===== src/rtl/mesh_task_sched_if.sv =====
`default_nettype none
// ============================================================================
//  Module   : mesh_task_sched_if
//  Brief    : Host/mesh-facing bundle of the task scheduler (control + PE buses)
//  Revision : 1.0 - initial release
// ============================================================================
interface mesh_task_sched_if #(
    parameter int NUM_PE = 8,
    parameter int CNT_W  = 16
) ();
    logic                  cfg_wr;
    logic [2:0]            cfg_pe;
    logic [38:0]           cfg_data;
    logic                  start;
    logic [NUM_PE-1:0]     pe_mask;
    logic                  abort;
    logic [CNT_W-1:0]      timeout_limit;
    logic [NUM_PE-1:0]     pe_task_send_finish_flag;
    logic [NUM_PE-1:0]     pe_task_receive_finish_flag;

    logic [NUM_PE-1:0]     pe_enable;
    logic [NUM_PE-1:0]     pe_flush;
    logic [NUM_PE-1:0]     pe_dbg_mode_wire;
    logic [NUM_PE*3-1:0]   pe_send_num_wire;
    logic [NUM_PE*3-1:0]   pe_receive_num_wire;
    logic [NUM_PE*4-1:0]   pe_rate_wire;
    logic [NUM_PE*4-1:0]   pe_mode_wire;
    logic [NUM_PE*24-1:0]  pe_dst_seq_wire;
    logic                  busy;
    logic                  done;
    logic [1:0]            status;
    logic [CNT_W-1:0]      cycle_cnt;

    modport slave (
        input  cfg_wr, cfg_pe, cfg_data, start, pe_mask, abort, timeout_limit,
               pe_task_send_finish_flag, pe_task_receive_finish_flag,
        output pe_enable, pe_flush, pe_dbg_mode_wire, pe_send_num_wire,
               pe_receive_num_wire, pe_rate_wire, pe_mode_wire, pe_dst_seq_wire,
               busy, done, status, cycle_cnt
    );

    modport master (
        output cfg_wr, cfg_pe, cfg_data, start, pe_mask, abort, timeout_limit,
               pe_task_send_finish_flag, pe_task_receive_finish_flag,
        input  pe_enable, pe_flush, pe_dbg_mode_wire, pe_send_num_wire,
               pe_receive_num_wire, pe_rate_wire, pe_mode_wire, pe_dst_seq_wire,
               busy, done, status, cycle_cnt
    );
endinterface
`default_nettype wire


===== src/rtl/mesh_task_sched.sv =====
`default_nettype none
// ============================================================================
//  Module   : mesh_task_sched
//  Brief    : Shadow PE config + FLUSH/RUN/DONE run sequencer for the 2x4 mesh.
//             Optional macro TASK_TIMEOUT_EN enables the RUN-cycle timeout.
//  Revision : 1.0 - initial release
// ============================================================================
module mesh_task_sched #(
    parameter int NUM_PE       = 8,
    parameter int FLUSH_CYCLES = 4,
    parameter int CNT_W        = 16
) (
    input  wire logic          clk,
    input  wire logic          rst_n,
    mesh_task_sched_if.slave   bus
);
    localparam logic [1:0] S_IDLE  = 2'd0;
    localparam logic [1:0] S_FLUSH = 2'd1;
    localparam logic [1:0] S_RUN   = 2'd2;
    localparam logic [1:0] S_DONE  = 2'd3;

    localparam int             FC_W         = (FLUSH_CYCLES > 1) ? $clog2(FLUSH_CYCLES) : 1;
    localparam logic [FC_W-1:0] C_FLUSH_LAST = FC_W'(FLUSH_CYCLES - 1);

    logic [1:0]           r_state, w_state_n;
    logic [1:0]           r_status, w_status_n;
    logic [FC_W-1:0]      r_fcnt;
    logic [NUM_PE-1:0]    r_mask, w_mask_n;
    logic [CNT_W-1:0]     r_cnt, w_cnt_inc;
    logic                 r_first;
    logic [NUM_PE-1:0]    r_enable, r_flush, r_dbg;
    logic                 r_busy, r_done;
    logic [NUM_PE*24-1:0] r_dst_seq;
    logic [NUM_PE*4-1:0]  r_rate, r_mode;
    logic [NUM_PE*3-1:0]  r_rnum, r_snum;
    logic                 w_start_ok, w_complete, w_timeout;

    assign w_start_ok = (r_state == S_IDLE) && bus.start;
    assign w_mask_n   = w_start_ok ? bus.pe_mask : r_mask;
    assign w_cnt_inc  = (r_cnt == {CNT_W{1'b1}}) ? r_cnt : r_cnt + 1'b1;
    // Flags seen in the first RUN cycle may still be left over from a previous run.
    assign w_complete = !r_first &&
        (((bus.pe_task_send_finish_flag & bus.pe_task_receive_finish_flag) | ~r_mask)
         == {NUM_PE{1'b1}});

`ifdef TASK_TIMEOUT_EN
    logic [CNT_W-1:0] r_limit;
    assign w_timeout = (r_limit != '0) && (r_cnt == r_limit);

    always_ff @(posedge clk or negedge rst_n) begin
        if (!rst_n)          r_limit <= '0;
        else if (w_start_ok) r_limit <= bus.timeout_limit;
    end
`else
    logic w_unused_limit;
    assign w_unused_limit = ^bus.timeout_limit;
    assign w_timeout      = 1'b0;
`endif

    always_comb begin
        w_state_n  = r_state;
        w_status_n = r_status;
        case (r_state)
            S_IDLE: begin
                if (bus.start) begin
                    w_state_n  = S_FLUSH;
                    w_status_n = 2'b00;
                end
            end
            S_FLUSH: begin
                if (bus.abort) begin
                    w_state_n  = S_DONE;
                    w_status_n = 2'b10;
                end else if (r_fcnt == C_FLUSH_LAST) begin
                    w_state_n  = S_RUN;
                end
            end
            S_RUN: begin
                if (bus.abort) begin
                    w_state_n  = S_DONE;
                    w_status_n = 2'b10;
                end else if (w_complete) begin
                    w_state_n  = S_DONE;
                    w_status_n = 2'b00;
                end else if (w_timeout) begin
                    w_state_n  = S_DONE;
                    w_status_n = 2'b01;
                end
            end
            default: w_state_n = S_IDLE;
        endcase
    end

    // Outputs are registered from the next state so they line up with the state itself.
    always_ff @(posedge clk or negedge rst_n) begin
        if (!rst_n) begin
            r_state   <= S_IDLE;
            r_status  <= 2'b00;
            r_fcnt    <= '0;
            r_mask    <= '0;
            r_cnt     <= '0;
            r_first   <= 1'b1;
            r_enable  <= '0;
            r_flush   <= '0;
            r_busy    <= 1'b0;
            r_done    <= 1'b0;
            r_dst_seq <= '0;
            r_rate    <= '0;
            r_mode    <= '0;
            r_rnum    <= '0;
            r_snum    <= '0;
            r_dbg     <= '0;
        end else begin
            r_state  <= w_state_n;
            r_status <= w_status_n;
            r_fcnt   <= (r_state == S_FLUSH) ? r_fcnt + 1'b1 : '0;
            r_first  <= (r_state != S_RUN);
            r_mask   <= w_mask_n;
            if (w_start_ok)
                r_cnt <= '0;
            else if (w_state_n == S_RUN)
                r_cnt <= w_cnt_inc;
            r_enable <= (w_state_n == S_RUN)   ? w_mask_n : '0;
            r_flush  <= (w_state_n == S_FLUSH) ? w_mask_n : '0;
            r_busy   <= (w_state_n == S_FLUSH) || (w_state_n == S_RUN);
            r_done   <= (w_state_n == S_DONE);
            if ((r_state == S_IDLE) && bus.cfg_wr) begin
                r_dst_seq[32'(bus.cfg_pe) * 24 +: 24] <= bus.cfg_data[38:15];
                r_rate[32'(bus.cfg_pe) * 4 +: 4]      <= bus.cfg_data[14:11];
                r_mode[32'(bus.cfg_pe) * 4 +: 4]      <= bus.cfg_data[10:7];
                r_rnum[32'(bus.cfg_pe) * 3 +: 3]      <= bus.cfg_data[6:4];
                r_snum[32'(bus.cfg_pe) * 3 +: 3]      <= bus.cfg_data[3:1];
                r_dbg[bus.cfg_pe]                     <= bus.cfg_data[0];
            end
        end
    end

    assign bus.pe_enable           = r_enable;
    assign bus.pe_flush            = r_flush;
    assign bus.pe_dbg_mode_wire    = r_dbg;
    assign bus.pe_send_num_wire    = r_snum;
    assign bus.pe_receive_num_wire = r_rnum;
    assign bus.pe_rate_wire        = r_rate;
    assign bus.pe_mode_wire        = r_mode;
    assign bus.pe_dst_seq_wire     = r_dst_seq;
    assign bus.busy                = r_busy;
    assign bus.done                = r_done;
    assign bus.status              = r_status;
    assign bus.cycle_cnt           = r_cnt;
endmodule
`default_nettype wire


===== src/flat_wrapper.sv =====
// flat-port wrapper written by rule: the top's interface ports become plain ports
module mesh_task_sched_flat 
#(
    parameter int NUM_PE       = 8,
    parameter int FLUSH_CYCLES = 4,
    parameter int CNT_W        = 16
)
  (clk, rst_n, bus_cfg_wr, bus_cfg_pe, bus_cfg_data, bus_start, bus_pe_mask, bus_abort, bus_timeout_limit, bus_pe_task_send_finish_flag, bus_pe_task_receive_finish_flag, bus_pe_enable, bus_pe_flush, bus_pe_dbg_mode_wire, bus_pe_send_num_wire, bus_pe_receive_num_wire, bus_pe_rate_wire, bus_pe_mode_wire, bus_pe_dst_seq_wire, bus_busy, bus_done, bus_status, bus_cycle_cnt);
  mesh_task_sched_if #(.NUM_PE(NUM_PE), .CNT_W(CNT_W)) bus_i ();
  input  wire logic clk;
  input  wire logic rst_n;
  input wire logic [$bits(bus_i.cfg_wr)-1:0] bus_cfg_wr;
  input wire logic [$bits(bus_i.cfg_pe)-1:0] bus_cfg_pe;
  input wire logic [$bits(bus_i.cfg_data)-1:0] bus_cfg_data;
  input wire logic [$bits(bus_i.start)-1:0] bus_start;
  input wire logic [$bits(bus_i.pe_mask)-1:0] bus_pe_mask;
  input wire logic [$bits(bus_i.abort)-1:0] bus_abort;
  input wire logic [$bits(bus_i.timeout_limit)-1:0] bus_timeout_limit;
  input wire logic [$bits(bus_i.pe_task_send_finish_flag)-1:0] bus_pe_task_send_finish_flag;
  input wire logic [$bits(bus_i.pe_task_receive_finish_flag)-1:0] bus_pe_task_receive_finish_flag;
  output wire logic [$bits(bus_i.pe_enable)-1:0] bus_pe_enable;
  output wire logic [$bits(bus_i.pe_flush)-1:0] bus_pe_flush;
  output wire logic [$bits(bus_i.pe_dbg_mode_wire)-1:0] bus_pe_dbg_mode_wire;
  output wire logic [$bits(bus_i.pe_send_num_wire)-1:0] bus_pe_send_num_wire;
  output wire logic [$bits(bus_i.pe_receive_num_wire)-1:0] bus_pe_receive_num_wire;
  output wire logic [$bits(bus_i.pe_rate_wire)-1:0] bus_pe_rate_wire;
  output wire logic [$bits(bus_i.pe_mode_wire)-1:0] bus_pe_mode_wire;
  output wire logic [$bits(bus_i.pe_dst_seq_wire)-1:0] bus_pe_dst_seq_wire;
  output wire logic [$bits(bus_i.busy)-1:0] bus_busy;
  output wire logic [$bits(bus_i.done)-1:0] bus_done;
  output wire logic [$bits(bus_i.status)-1:0] bus_status;
  output wire logic [$bits(bus_i.cycle_cnt)-1:0] bus_cycle_cnt;
  assign bus_i.cfg_wr = bus_cfg_wr;
  assign bus_i.cfg_pe = bus_cfg_pe;
  assign bus_i.cfg_data = bus_cfg_data;
  assign bus_i.start = bus_start;
  assign bus_i.pe_mask = bus_pe_mask;
  assign bus_i.abort = bus_abort;
  assign bus_i.timeout_limit = bus_timeout_limit;
  assign bus_i.pe_task_send_finish_flag = bus_pe_task_send_finish_flag;
  assign bus_i.pe_task_receive_finish_flag = bus_pe_task_receive_finish_flag;
  assign bus_pe_enable = bus_i.pe_enable;
  assign bus_pe_flush = bus_i.pe_flush;
  assign bus_pe_dbg_mode_wire = bus_i.pe_dbg_mode_wire;
  assign bus_pe_send_num_wire = bus_i.pe_send_num_wire;
  assign bus_pe_receive_num_wire = bus_i.pe_receive_num_wire;
  assign bus_pe_rate_wire = bus_i.pe_rate_wire;
  assign bus_pe_mode_wire = bus_i.pe_mode_wire;
  assign bus_pe_dst_seq_wire = bus_i.pe_dst_seq_wire;
  assign bus_busy = bus_i.busy;
  assign bus_done = bus_i.done;
  assign bus_status = bus_i.status;
  assign bus_cycle_cnt = bus_i.cycle_cnt;
  mesh_task_sched #(.NUM_PE(NUM_PE), .FLUSH_CYCLES(FLUSH_CYCLES), .CNT_W(CNT_W)) u_core (.clk(clk), .rst_n(rst_n), .bus(bus_i));
endmodule

===== config.mk =====
export PLATFORM = sky130hd
export DESIGN_NAME = mesh_task_sched_flat
export DESIGN_NICKNAME = d
export VERILOG_FILES = /design/src/rtl/mesh_task_sched_if.sv /design/src/rtl/mesh_task_sched.sv /design/src/flat_wrapper.sv
export SDC_FILE = /design/constraint.sdc
export NUM_CORES = 1
export LEC_CHECK = 0
export CAP_MARGIN = 0
export CORE_MARGIN = 2
export CORE_UTILIZATION = 35
export CTS_CLUSTER_DIAMETER = 200
export DETAILED_ROUTE_END_ITERATION = 16
export DONT_BUFFER_PORTS = 1
export GPL_TIMING_DRIVEN = 1
export PLACE_DENSITY = 0.53
export SLEW_MARGIN = 30
export SYNTH_ARGS = -nofsm -noshare
export SYNTH_HDL_FRONTEND = slang
export SYNTH_SLANG_ARGS = --single-unit

===== constraint.sdc =====
create_clock -name clk -period 7.11 [get_ports clk]
set_input_delay 1.422 -clock clk [delete_from_list [all_inputs] [get_ports clk]]
set_output_delay 1.422 -clock clk [all_outputs]
set_load 0.01 [all_outputs]

* After elaboration in Yosys (flattened, before gate mapping)
Index checks and enable logic that the tools add are counted.
** Word-level totals
- Bits of input ports :: 87
- Logic and storage cells :: 86
- Flip-flop bits (word level) :: 361
** Cells by class
- Mux-type cells :: 26
- Add/subtract/negate cells :: 5
- $mul :: 2
- Reduce and logical (&&, ||, !) cells :: 11
- Equality and inequality tests :: 13
- Bitwise gates (word level) :: 3
- Shifts and indexed selects :: 8
- Magnitude comparators :: 2
** Operators by type and width (number)
- 192-bit bitwise mux :: 1
- 24-bit by 34-bit variable shift with 192-bit output, first input constant :: 1
- 24-bit by 34-bit variable part select with 192-bit output :: 1
- 5-bit negator with 34-bit output :: 2
- 3-bit by 34-bit variable part select with 24-bit output :: 2
- 4-bit by 34-bit variable part select with 32-bit output :: 2
- 32-bit bitwise mux :: 2
- 24-bit bitwise mux :: 2
- 16-bit 2-to-1 mux :: 3
- 8-bit negator with 34-bit output :: 1
- 3-bit by 34-bit variable shift with 24-bit output, first input constant :: 1
- 4-bit by 34-bit variable shift with 32-bit output, first input constant :: 1
- 8-bit 2-to-1 mux :: 3
- 2-bit 2-to-1 mux :: 10
- 16-bit by 1-bit adder with 16-bit output, second input constant :: 1
- 16-bit equality test, second input constant :: 1
- 2-bit case mux with 3 select lines :: 2
- 3-bit by 2-bit multiplier with 5-bit output, second input constant :: 2
- 8-bit AND :: 1
- 8-bit bitwise mux :: 1
- 2-bit equality test, second input constant :: 4
- 8-bit equality test, second input constant :: 1
- 8-bit NOT :: 1
- 8-bit OR :: 1
- other kinds (17) :: 23

* Logic depth before layout (Yosys ltp)
Gate-level depths: netlist of run 1.
- Depth in word-level cells :: 10
- Depth in mapped cells :: 15

* Worst setup path after synthesis of run 1
No wires, ideal clock.
- Path type :: input-to-reg
- Start point :: input port bus_cfg_pe[0]
- End point :: register u_core.r_dst_seq[144], in the netlist u_core.bus.pe_dst_seq_wire[144]
- Setup slack :: 2.561 ns
- Data arrival time :: 4.424 ns
- Buffers on the path :: 3
- Stages :: 13
- Path through :: ha_1 -> fa_1 -> buf_2 -> nand2b_1 -> nor2_1 -> ha_1 -> clkbuf_1 -> clkbuf_1 -> nand2_1 -> o22ai_1 -> nand3_1 -> a21boi_2 -> mux2_2
** On the way
- Cells in the longest elaborated chain, start to end :: 4
- Elaborated cells on any way between the ends :: 5
** RTL lines
- from (decl) :: line flat_wrapper.sv:13 : input wire logic [$bits(bus_i.cfg_pe)-1:0] bus_cfg_pe;
- 3-bit by 2-bit multiplier with 5-bit output (*) :: line mesh_task_sched.sv:128 : r_dst_seq[32'(bus.cfg_pe) * 24 +: 24] <= bus.cfg_data[38:15];
- 8-bit negator with 34-bit output (*) :: line mesh_task_sched.sv:128
- 24-bit by 34-bit variable part select with 192-bit output or 24-bit by 34-bit variable shift with 192-bit output (tied branches) :: line mesh_task_sched.sv:128
- 192-bit bitwise mux (*) :: line mesh_task_sched.sv:128
- to (signal, indexed assignment) :: line mesh_task_sched.sv:128
- to (decl) :: line mesh_task_sched.sv:33 : logic [NUM_PE*24-1:0] r_dst_seq;
Every way passes the cells marked *; elsewhere a longest branch is shown, timed or not.
A chain may end at the register's enable or synchronous reset.

* Worst setup path after layout of run 1
- Start point :: input port bus_cfg_pe[0]
- End point :: register u_core.r_dst_seq[53], in the netlist u_core.bus.pe_dst_seq_wire[53]
Same word-level chain as after synthesis.

==> results of run 1 <==
cell type report:
cell class	instances	area [sq um]
antenna	1	2.502
timing repair buffer	7	52.55
clock inverter	9	156.4
multi-input combinational	934	6907
clock buffer	66	1252
tap	607	759.5
inverter	41	153.9
sequential	360	9010
fill	4499	28160
cell families after synthesis:
logic type / Yosys count
AND/OR/NAND/NOR: 403
flip-flops: 360
multiplexers: 247
AO/OA/AOI/OAI: 241
buffers and inverters: 123
adder cells (fa/ha/maj): 21
XOR/XNOR: 21
other: 1
layer usage:
metal  part of all wire  wire (microns)  track usage  vias to the layer above
met3               0.10            5243      0.07423                      100
met2               0.46           23240       0.3138                      453
li1                   -               -            -                     4984
met1               0.41           20880       0.2630                     5671
met5                  0               0            0                        -
met4              0.030            1532      0.07400                        0
cells in the mapped netlist (21+ instances only):
cell type    n
inv_1       39
o21ai_0     99
nand3_1     46
nor2_1      54
dfrtp_1    359
nor2b_1     21
clkbuf_1    41
mux2i_1     25
a22o_1      25
mux2_2     209
buf_2       25
nand2_1    184
where the power goes:
part / leakage (nW) / internal [mW] / total, mW / switching, mW
sequential: 4.79 / 2.74 / 3.63 / 0.890
clock: 0.680 / 1.32 / 2.19 / 0.867
combinational: 2.81 / 0.590 / 1.19 / 0.599
total: 8.28 / 4.65 / 7.01 / 2.36
flip-flops by register name, indices dropped and copies added (netlist names), 2 cells and up:
signal and cells:
u_core.bus.pe_mode_wire 32, u_core.r_mask 8, u_core.r_state 2, u_core.bus.pe_flush 8
u_core.r_fcnt 2, u_core.bus.pe_send_num_wire 24, u_core.bus.cycle_cnt 16, u_core.bus.pe_dbg_mode_wire 8
u_core.bus.pe_dst_seq_wire 192, u_core.bus.pe_enable 8, u_core.bus.pe_rate_wire 32, u_core.bus.pe_receive_num_wire 24
critical path: cells and delay by family:
kind | cells | cell delay [ns]
adders and majority gates | 3 | 1.74
and+or+nand+nor | 3 | 1.36
xor gates and xnor gates | 1 | 0.42
muxes | 1 | 0.40
layout by cell type (no fill, tap or decap), types with 5 or more instances in the layout:
| cell type | n |
|---|---|
| dfrtp_1 | 359 |
| mux2_2 | 209 |
| nand2_1 | 184 |
| o21ai_0 | 95 |
| nor2_1 | 53 |
| nand3_1 | 46 |
| clkbuf_16 | 43 |
| inv_1 | 39 |
| a22o_1 | 25 |
| mux2i_1 | 25 |
| nor2b_1 | 21 |
| ha_1 | 20 |
| a32oi_1 | 19 |
| o32ai_1 | 17 |
| nor3_1 | 16 |
| nand2b_1 | 14 |
| xnor2_1 | 14 |
| clkbuf_1 | 14 |
| a21oi_1 | 12 |
| o22ai_1 | 10 |
| clkbuf_8 | 9 |
| and3_1 | 8 |
| o41ai_1 | 8 |
| and2_1 | 7 |
| nand4_1 | 7 |
| mux2_1 | 7 |
| nor3b_1 | 7 |
| buf_4 | 7 |
| or3_1 | 6 |
| o21ai_1 | 6 |
| mux2_4 | 6 |
| a31oi_1 | 6 |
| xor2_1 | 5 |
| a211oi_1 | 5 |
| o221ai_1 | 5 |
through the flow:
step	cells	hold slack [ns]	utilization	area, sq um	power (mW)
global placement	1949	0.4228	0.3625	16840	4.817
global route	2024	0.4654	0.3937	18290	7.384
floorplan	1417	0.4091	-	16420	4.377
detailed placement	1949	0.4268	0.3630	16860	4.872
CTS	2024	0.4347	0.3933	18270	7.102
finish	2025	0.4373	0.3938	18290	7.007
worst paths after layout:
kind | start | end | depth (start not counted)
max | bus_cfg_pe[0] | u_core.bus.pe_dst_seq_wire[53] | 8
min | u_core.r_fcnt[0] | u_core.r_fcnt[0] | 1
max reg2reg | u_core.r_state[0] | u_core.bus.cycle_cnt[9] | 11
min reg2reg | u_core.r_fcnt[0] | u_core.r_fcnt[0] | 1
max in group asynchronous | rst_n | u_core.bus.pe_send_num_wire[3] | 0
min in group asynchronous | rst_n | u_core.bus.pe_dst_seq_wire[43] | 0
==> results by group, run 1 <==
Run status
  • Status: finished, final reports clean

Timing
  • Clock Skews: 0.02123 ns
  • Period Utilization, post-route: 0.6966
  • Post-route setup slack: approximately 2.2 ns
  • Slew @ Worst Pin: around 1.4 ns
  • Worst slew margin: 0.08258
  • RSZ-0062 raised after global routing: no
  • Setup TNS: 0 ns
  • Final setup fails: 0
  • Endpoints failing hold: 0
  • Final slew viol count: 0
  • Fin crit period: between 4 and 5 ns
  • Maximum clock rate: slightly above 200 MHz

Die
  • DIE AREA: about 49000 sq um
  • Num ports: roughly 440
  • Cell Rows: 79
  • Core ar.: 46460 sq um
  • Initial Util: 0.3534
  • Die height: 220.6 microns
  • Chip Width: roughly 220 microns

Yosys
  • Asr flop ratio synth: 1.000
  • Synth Area in XOR/XNOR: 0.01212
  • Number of flops mapped to enable cells by yosys: 0
  • Multiplexer share of the synthesized area: 0.1689
  • Top-area cell type share of the netlist area: 0.5473
  • Simple-Gate Fraction of Synth Area: 0.1175
  • Yosys warning count: 0
  • Syn_nets: about 1500
  • Cell count after synthesis: 1417
  • Adder-Cell Fraction of Synth Area: 0.01646
  • Sequential share of the synthesized area: 0.5489
  • Synthesized flop and latch total: 360
  • Main combinational cell family by area after synthesis: multiplexers
  • Prevailing post-synth register cell: dfrtp_1
  • Post-synth top area cell: dfrtp_1
  • Post-Syn Area per Cell: roughly 12 sq um
  • Mapped cell area: 16420 sq um
  • Netlist cell types: about 80
  • Compound-Gate Fraction of Synth Area: 0.1024
  • Dominant cells by area after synthesis: dfrtp_1 55%, mux2_2 14%, nand2_1 4.2%, o21ai_0 3.0%, ha_1 1.5%

Routing
  • Remaining antenna violation count: 0
  • Drt total wl: between 50 and 60 mm
  • Vias per cell: 5.535
  • Routed vias: around 11000
  • 1st-iter DRT viols: ~800
  • Drt drc: 0
  • Routed len/inst: ~25 microns
  • Initial DRT Pass Iterations: 5

Clock tree
  • Num CTS Buffers: 43
  • Post_cts resized: 0
  • CTS Sinks: between 300 and 400
  • Hold-fix buffers at CTS: 0
  • Root Driver: clkbuf_16
  • Worst-Skew Late Latency: about 0.56 ns
  • Clock transition at path regs: around 0.06 ns
  • Longest Clk Path Bufs: 3
  • CTS tree: built
  • H-tree depth: 2
  • Post-CTS Setup Inserts: 0

Global route
  • Initial antenna violation count: 0
  • GRT Residual Overflow: 0
  • Global-route wire length before repair: 74.44 mm
  • Total GRT Usage: 0.2037
  • Vias in the first global route: 11200
  • Largest net degree at the start of global routing: approximately 360

Power
  • Worst vdd ir: between 0.2 and 0.25 mV
  • P per Cell Area: about 380 nW/um^2
  • Leak pwr: around 8.3 nW

Worst hold path
  • Hold WC Path Type: reg2reg

Setup path
  • Slowest-stage cell, CP: and2_0
  • Critical Path Sink Type: register
  • Max FO, Critical Path: 63
  • Most used cell, CP: ha_1
  • Crit-path cells: ha_1 -> fa_1 -> xor2_2 -> nor2_1 -> ha_1 -> and2_0 -> nand2_1 -> mux2_2
  • Critical Path Max Stage Delay: approximately 0.77 ns
  • Critical path arrival: approximately 5.4 ns
  • Crit start category: input pin
  • Setup slack, reg-to-reg: roughly 3.6 ns
  • Crit path kind: in2reg
  • Worst EP required: roughly 7.5 ns

Placed design
  • Worst slack, placed: roughly 1.6 ns
  • Input/output buffers: 0
  • Placed wire-length estimate: roughly 36 mm
  • Placer Congestion: 0.8143

Cells and area
  • Ratio of cells with drive above 1 in the final layout: 0.2230
  • Synth-to-Final Area Change: 11.44%
  • Final #Nets: roughly 1500

Flow run
  • Max cap viols: 0
(Power assumes the default switching activity.)
==> inputs of run 2 (changes only) <==
--- a/config.mk
+++ b/config.mk
@@ -12,7 +12,7 @@
 export DETAILED_ROUTE_END_ITERATION = 16
 export DONT_BUFFER_PORTS = 1
 export GPL_TIMING_DRIVEN = 1
-export PLACE_DENSITY = 0.53
+export PLACE_DENSITY = 0.55
 export SLEW_MARGIN = 30
 export SYNTH_ARGS = -nofsm -noshare
 export SYNTH_HDL_FRONTEND = slang
==> constraint.sdc (replaced) <==
create_clock -name clk -period 4.15 [get_ports clk]
set_input_delay 0.83 -clock clk [delete_from_list [all_inputs] [get_ports clk]]
set_output_delay 0.83 -clock clk [all_outputs]
set_load 0.01 [all_outputs]
==> results by group, run 2 (same netlist as run 1, synthesis figures left out) <==
Setup path
  • Most used cell, CP: ha_1
  • Critical path arrival: 4.17 ns (-1.22 ns)
  • Crit path kind: in2reg
  • Crit-path cells: ha_1 -> fa_1 -> xor2_2 -> nor2_1 -> ha_1 -> and2_0 -> nand2_1 -> mux2_2
  • Slowest-stage cell, CP: and2_0
  • Crit start category: input pin
  • Max FO, Critical Path: 63 (unchanged)
  • Critical Path Sink Type: register
  • Worst EP required: 4.59 ns (-2.95 ns)
  • FF-to-FF path depth: 12 (+1)
  • Critical Path Max Stage Delay: 0.75 ns (-0.02 ns)

Timing
  • Endpoints failing hold: 0 (unchanged)
  • Maximum clock rate: 267.9 MHz
  • Tightest hold margin: 0.07383 ns (-0.3635 ns)
  • Worst slew margin: 0.3015 (+0.2189)
  • Final slew viol count: 0 (unchanged)
  • Clock Skews: 0.01884 ns (-0.002385 ns)
  • Final setup fails: 0 (unchanged)
  • Fin crit period: 3.733 ns
  • Period Utilization, post-route: 0.8994
  • Slew @ Worst Pin: 1.044 ns (-0.3318 ns)
  • RSZ-0062 raised after global routing: no

Clock tree
  • Longest Clk Path Bufs: 3 (unchanged)
  • Post_cts resized: 0 (unchanged)
  • Num CTS Buffers: 41 (-4.7%)
  • Clock transition at path regs: 0.06 ns (about the same)
  • Root Driver: clkbuf_16
  • CTS Sinks: 360 (unchanged)
  • Worst-Skew Late Latency: 0.57 ns (about the same)
  • CTS tree: built
  • H-tree depth: 2 (unchanged)
  • Post-CTS Setup Inserts: 0 (unchanged)

Placed design
  • Placed Area: 17040 sq um (+1.0%)
  • Placed wire-length estimate: 36.37 mm (+0.65%)
  • Placer Congestion: 0.8331 (+2.3%)
  • Input/output buffers: 0 (unchanged)
  • Inst Count DP: 1975 (+1.3%)

Die
  • DIE AREA: 48650 sq um (unchanged)
  • Num ports: 435 (unchanged)
  • Initial Util: 0.3534 (unchanged)
  • Cell Rows: 79 (unchanged)
  • Chip Width: 220.6 microns (unchanged)
  • Die height: 220.6 microns (unchanged)
  • Core ar.: 46460 sq um (unchanged)

Flow run
  • Max cap viols: 0 (unchanged)

Cells and area
  • Layout Cells excl Fill: 2058 (+1.6%)
  • N_diodes: 0 (-1)
  • Most frequent cells in the layout: 359 x dfrtp_1, 209 x mux2_2, 184 x nand2_1, 95 x o21ai_0, 53 x nor2_1
  • Final core occ: 0.4024 (+0.008591)
  • Commonest non-fill, non-tap cell in the layout: dfrtp_1
  • Ratio of cells with drive above 1 in the final layout: 0.2419 (+0.01890)
  • Final #Nets: 1526 (+2.1%)
  • Synth-to-Final Area Change: 13.87%
  • Final Cell Area: 18690 sq um (+2.2%)
  • Max reg flops: 192 (unchanged)

Global route
  • Largest net degree at the start of global routing: 361 (unchanged)
  • GRT Residual Overflow: 0 (unchanged)
  • Vias in the first global route: 11500 (+2.7%)
  • Initial antenna violation count: 1 (+1)
  • Global-route wire length before repair: 74.85 mm (+0.55%)
  • Total GRT Usage: 0.2029 (-0.0008527)

Power
  • Power Total: 12.34 mW (+76%)
  • P per Cell Area: 660.1 nW/um^2 (+72%)
  • Leak pwr: 8.521 nW (+2.9%)
  • Worst vdd ir: 0.5895 mV (+140%)

Routing
  • Initial DRT Pass Iterations: 5 (unchanged)
  • Vias per cell: 5.587 (+0.94%)
  • 1st-iter DRT viols: 993 (+27%)
  • Remaining antenna violation count: 0 (unchanged)
  • Routed len/inst: 25.33 microns (+0.80%)
  • Drt total wl: 52.14 mm (+2.4%)
  • Routed vias: 11500 (+2.6%)
  • Drt drc: 0 (unchanged)

Run status
  • Status: finished, final reports clean

Worst hold path
  • Hold WC Path Type: in2async
[run 2: changes by cell type in the layout (fill, tap and decap cells not counted), moves of 2 or more]
cell	delta
clkbuf_16	-2
buf_4	+26
buf_16	+5
nor4_4	-2
inv_6	+2
bufinv_16	+4
clkinv_2	+4
nor4_1	+2
clkbuf_1	-6
clkinv_4	-2
[run 2: per-layer routing]
metal | vias to the layer above | wire length [microns] | global-route usage | share of wire
met5 | - | 0 | 0 | 0
met3 | 83 | 5171 | 0.06804 | 0.099
met4 | 0 | 1183 | 0.06089 | 0.023
met2 | 492 | 24090 | 0.3178 | 0.46
met1 | 5872 | 21700 | 0.2664 | 0.42
li1 | 5051 | - | - | -
[run 2: report_power, final]
group	total (mW)	internal (mW)	switching, mW
clock	3.96	2.44	1.52
sequential	6.21	4.69	1.52
combinational	2.17	1.06	1.12
total	12.3	8.18	4.16
[run 2: critical path: cells and delay by family]
family,cells,cell delay (ns)
XOR/XNOR,1,0.35
adder cells (fa/ha/maj),3,1.19
multiplexers,1,0.41
AND/OR/NAND/NOR,3,1.35
[run 2: area by class of cell]
cell class,count,area [sq um]
Fill cell,4431,27760
Clock buffer,58,1180
Multi-Input combinational cell,934,6870
Clock inverter,18,304.0
Sequential cell,360,9010
Tap cell,607,759.5
Inverter,41,153.9
Timing Repair Buffer,40,415.4
[run 2: final timing paths]
check / start / to / slack, ns
max reg2reg: u_core.r_state[1] / u_core.bus.cycle_cnt[9] / 0.89
min: rst_n / u_core.bus.pe_dst_seq_wire[184] / 0.07
max: bus_cfg_pe[0] / u_core.bus.pe_dst_seq_wire[49] / 0.42
min reg2reg: u_core.r_fcnt[0] / u_core.r_fcnt[0] / 0.43
min in group clk: bus_cfg_data[11] / u_core.bus.pe_rate_wire[24] / 0.39
max in group asynchronous: rst_n / u_core.bus.pe_dst_seq_wire[97] / 2.61
[run 2: through the flow]
stage | worst slack (ns) | TNS (ns)
CTS | 0.5092 | 0
global placement | -0.08854 | -1.683
floorplan | 0.1932 | 0
global route | 0.2532 | 0
finish | 0.4175 | 0
detailed placement | -0.07225 | -1.017
==> inputs of run 3 (changes only) <==
--- a/config.mk
+++ b/config.mk
@@ -8,7 +8,7 @@
 export CAP_MARGIN = 0
 export CORE_MARGIN = 2
 export CORE_UTILIZATION = 35
-export CTS_CLUSTER_DIAMETER = 200
+export CTS_CLUSTER_DIAMETER = 60
 export DETAILED_ROUTE_END_ITERATION = 16
 export DONT_BUFFER_PORTS = 1
 export GPL_TIMING_DRIVEN = 1
==> constraint.sdc (replaced) <==
create_clock -name clk -period 3.42 [get_ports clk]
set_input_delay 0.684 -clock clk [delete_from_list [all_inputs] [get_ports clk]]
set_output_delay 0.684 -clock clk [all_outputs]
set_load 0.01 [all_outputs]
==> results by group, run 3 (same netlist as run 1, synthesis figures left out) <==
Setup path
  • Crit-path cells: ha_2 -> fa_1 -> buf_4 -> xnor2_2 -> xnor2_1 -> and2_1 -> nand3_1 -> buf_4 -> mux2_2
  • Worst EP required: 3.86 ns (-0.73 ns)
  • Slowest-stage cell, CP: xnor2_1
  • Max FO, Critical Path: 63 (unchanged)
  • Setup slack, reg-to-reg: 0.44 ns (-0.45 ns)
  • Most used cell, CP: buf_4
  • Critical Path Max Stage Delay: 0.55 ns (-0.20 ns)
  • Critical Path Sink Type: register
  • Reg-to-Reg End: u_core.bus.cycle_cnt[11]
  • Crit path kind: in2reg
  • FF-to-FF path depth: 11 (-1)
  • Critical path arrival: 3.43 ns (-0.74 ns)
  • Family with the most delay on the worst path: XOR/XNOR gates
  • Crit start category: input pin
  • CP bufs+invs: 2 (+2)
  • RR Startpoint: u_core.r_state[0]

Timing
  • Final setup fails: 0 (unchanged)
  • RSZ-0062 raised after global routing: no
  • Slew @ Worst Pin: 1.750 ns (+0.7053 ns)
  • Period Utilization, post-route: 0.8726
  • Setup TNS: 0 ns (unchanged)
  • Clock Skews: 0.01492 ns (-0.003921 ns)
  • Fin crit period: 2.984 ns
  • Worst slew margin: -0.1664 (-0.4679)
  • Endpoints failing hold: 90 (+90)
  • Final slew viol count: 144 (+144)
  • Maximum clock rate: about 340 MHz
  • Tightest hold margin: -0.1801 ns (-0.2540 ns)

Clock tree
  • Post-CTS Setup Inserts: 0 (unchanged)
  • CTS Sinks: 360 (unchanged)
  • Root Driver: clkbuf_16
  • Clock transition at path regs: 0.06 ns (about the same)
  • Num CTS Buffers: 43 (+4.9%)
  • Post_cts resized: 0 (unchanged)
  • CTS tree: built
  • Longest Clk Path Bufs: 3 (unchanged)
  • Worst-Skew Late Latency: 0.55 ns (-0.02 ns)
  • H-tree depth: 2 (unchanged)

Global route
  • Vias in the first global route: 11480 (-0.11%)
  • Largest net degree at the start of global routing: 361 (unchanged)
  • Total GRT Usage: 0.2048 (+0.001910)
  • Initial antenna violation count: 0 (-1)
  • GRT Residual Overflow: 0 (unchanged)
  • Global-route wire length before repair: 75.11 mm (+0.35%)

Cells and area
  • Synth-to-Final Area Change: 16.16%
  • N_diodes: 0 (unchanged)
  • Max reg flops: 192 (unchanged)
  • # fillers: 4418 (-0.29%)
  • Ratio of cells with drive above 1 in the final layout: 0.2648 (+0.02294)
  • Commonest non-fill, non-tap cell in the layout: dfrtp_1
  • Final #Nets: 1573 (+3.1%)
  • Final core occ: 0.4105 (+0.008080)
  • Most frequent cells in the layout: 359 x dfrtp_1, 209 x mux2_2, 184 x nand2_1, 99 x o21ai_0, 70 x buf_4

Placed design
  • Placed wire-length estimate: 37.37 mm (+2.7%)
  • Input/output buffers: 0 (unchanged)
  • Placer Congestion: 0.8416 (+1.0%)

Routing
  • Remaining antenna violation count: 0 (unchanged)
  • Drt drc: 0 (unchanged)
  • 1st-iter DRT viols: 765 (-23%)
  • Initial DRT Pass Iterations: 5 (unchanged)
  • Vias per cell: 5.457 (-2.3%)
  • Routed len/inst: 24.34 microns (-3.9%)
  • Routed vias: 11490 (-0.052%)
  • Drt total wl: 51.27 mm (-1.7%)

Die
  • Cell Rows: 79 (unchanged)
  • Core ar.: 46460 sq um (unchanged)
  • Initial Util: 0.3534 (unchanged)
  • Chip Width: 220.6 microns (unchanged)
  • DIE AREA: 48650 sq um (unchanged)
  • Die height: 220.6 microns (unchanged)
  • Num ports: 435 (unchanged)

Run status
  • Status: finished, violations left
  • Failing checks: hold timing, slew limit

Power
  • Worst vdd ir: 0.4362 mV (-26%)
  • Leak pwr: 8.740 nW (+2.6%)
  • P per Cell Area: 769.9 nW/um^2 (+17%)

Flow run
  • Max cap viols: 0 (unchanged)

Worst hold path
  • Hold WC Path Type: in2async
==> run 3: cell count changes in the layout (fill, tap and decap cells not counted), moves of 2 or more <==
| cell | delta |
|---|---|
| buf_12 | +14 |
| buf_16 | -5 |
| buf_4 | +37 |
| bufinv_16 | -5 |
| clkbuf_1 | +5 |
| clkbuf_16 | +4 |
| clkbuf_8 | -3 |
| clkinv_2 | +2 |
| inv_8 | +2 |
| o21ai_0 | +4 |
| o21ai_1 | -4 |
==> run 3: layer usage <==
layer  vias to the layer above  GRT usage  wire length [microns]
li1                       5164          -                      -
met1                      5765     0.2369                  19400
met2                       475     0.3422                  24690
met3                        88    0.09017                   5910
met4                         0    0.06178                   1267
met5                         -          0                      0
==> run 3: stage by stage <==
step                      total power [mW]  hold slack, ns  instance area [sq um]  setup WS, ns  std cells
after detailed placement             10.26          0.3987                  17640       -0.1094       2027
after CTS                            14.90         -0.2149                  19060        0.4317       2106
final                                14.68         -0.1801                  19070        0.4355       2106
after floorplan                      9.116          0.3884                  16470       0.04773       1417
after global routing                 15.48         -0.2181                  19070        0.1500       2106
after global placement               10.12          0.3976                  17640      -0.05798       2027
==> run 3: power breakdown <==
part           internal, mW  total, mW  switching, mW
registers              5.69       7.50           1.80
clock network          2.72       4.55           1.82
logic                  1.37       2.64           1.27
total                  9.78       14.7           4.90
==> run 3: final cells by class <==
type	count	area (sq um)	area share
clock buffer	64	1257	0.06595
clock inverter	15	162.7	0.008530
inverter	41	153.9	0.008071
multi-input combinational	934	6899	0.3618
sequential	360	9010	0.4725
tap	607	759.5	0.03983
timing repair buffer	85	825.8	0.04331
==> run 3: how the worst max path moves through the flow <==
stage,cells after the start,start,slack [ns],end
final,9,bus_cfg_pe[0],0.44,u_core.bus.pe_dst_seq_wire[96]
after detailed placement,8,bus_cfg_pe[0],-0.11,u_core.bus.pe_dst_seq_wire[78]
after floorplan,12,bus_cfg_pe[0],0.05,u_core.bus.pe_dst_seq_wire[40]
after global routing,11,u_core.r_state[0],0.15,u_core.bus.cycle_cnt[9]
after CTS,11,u_core.r_state[0],0.43,u_core.bus.cycle_cnt[11]
after global placement,9,bus_cfg_pe[0],-0.06,u_core.bus.pe_dst_seq_wire[102]
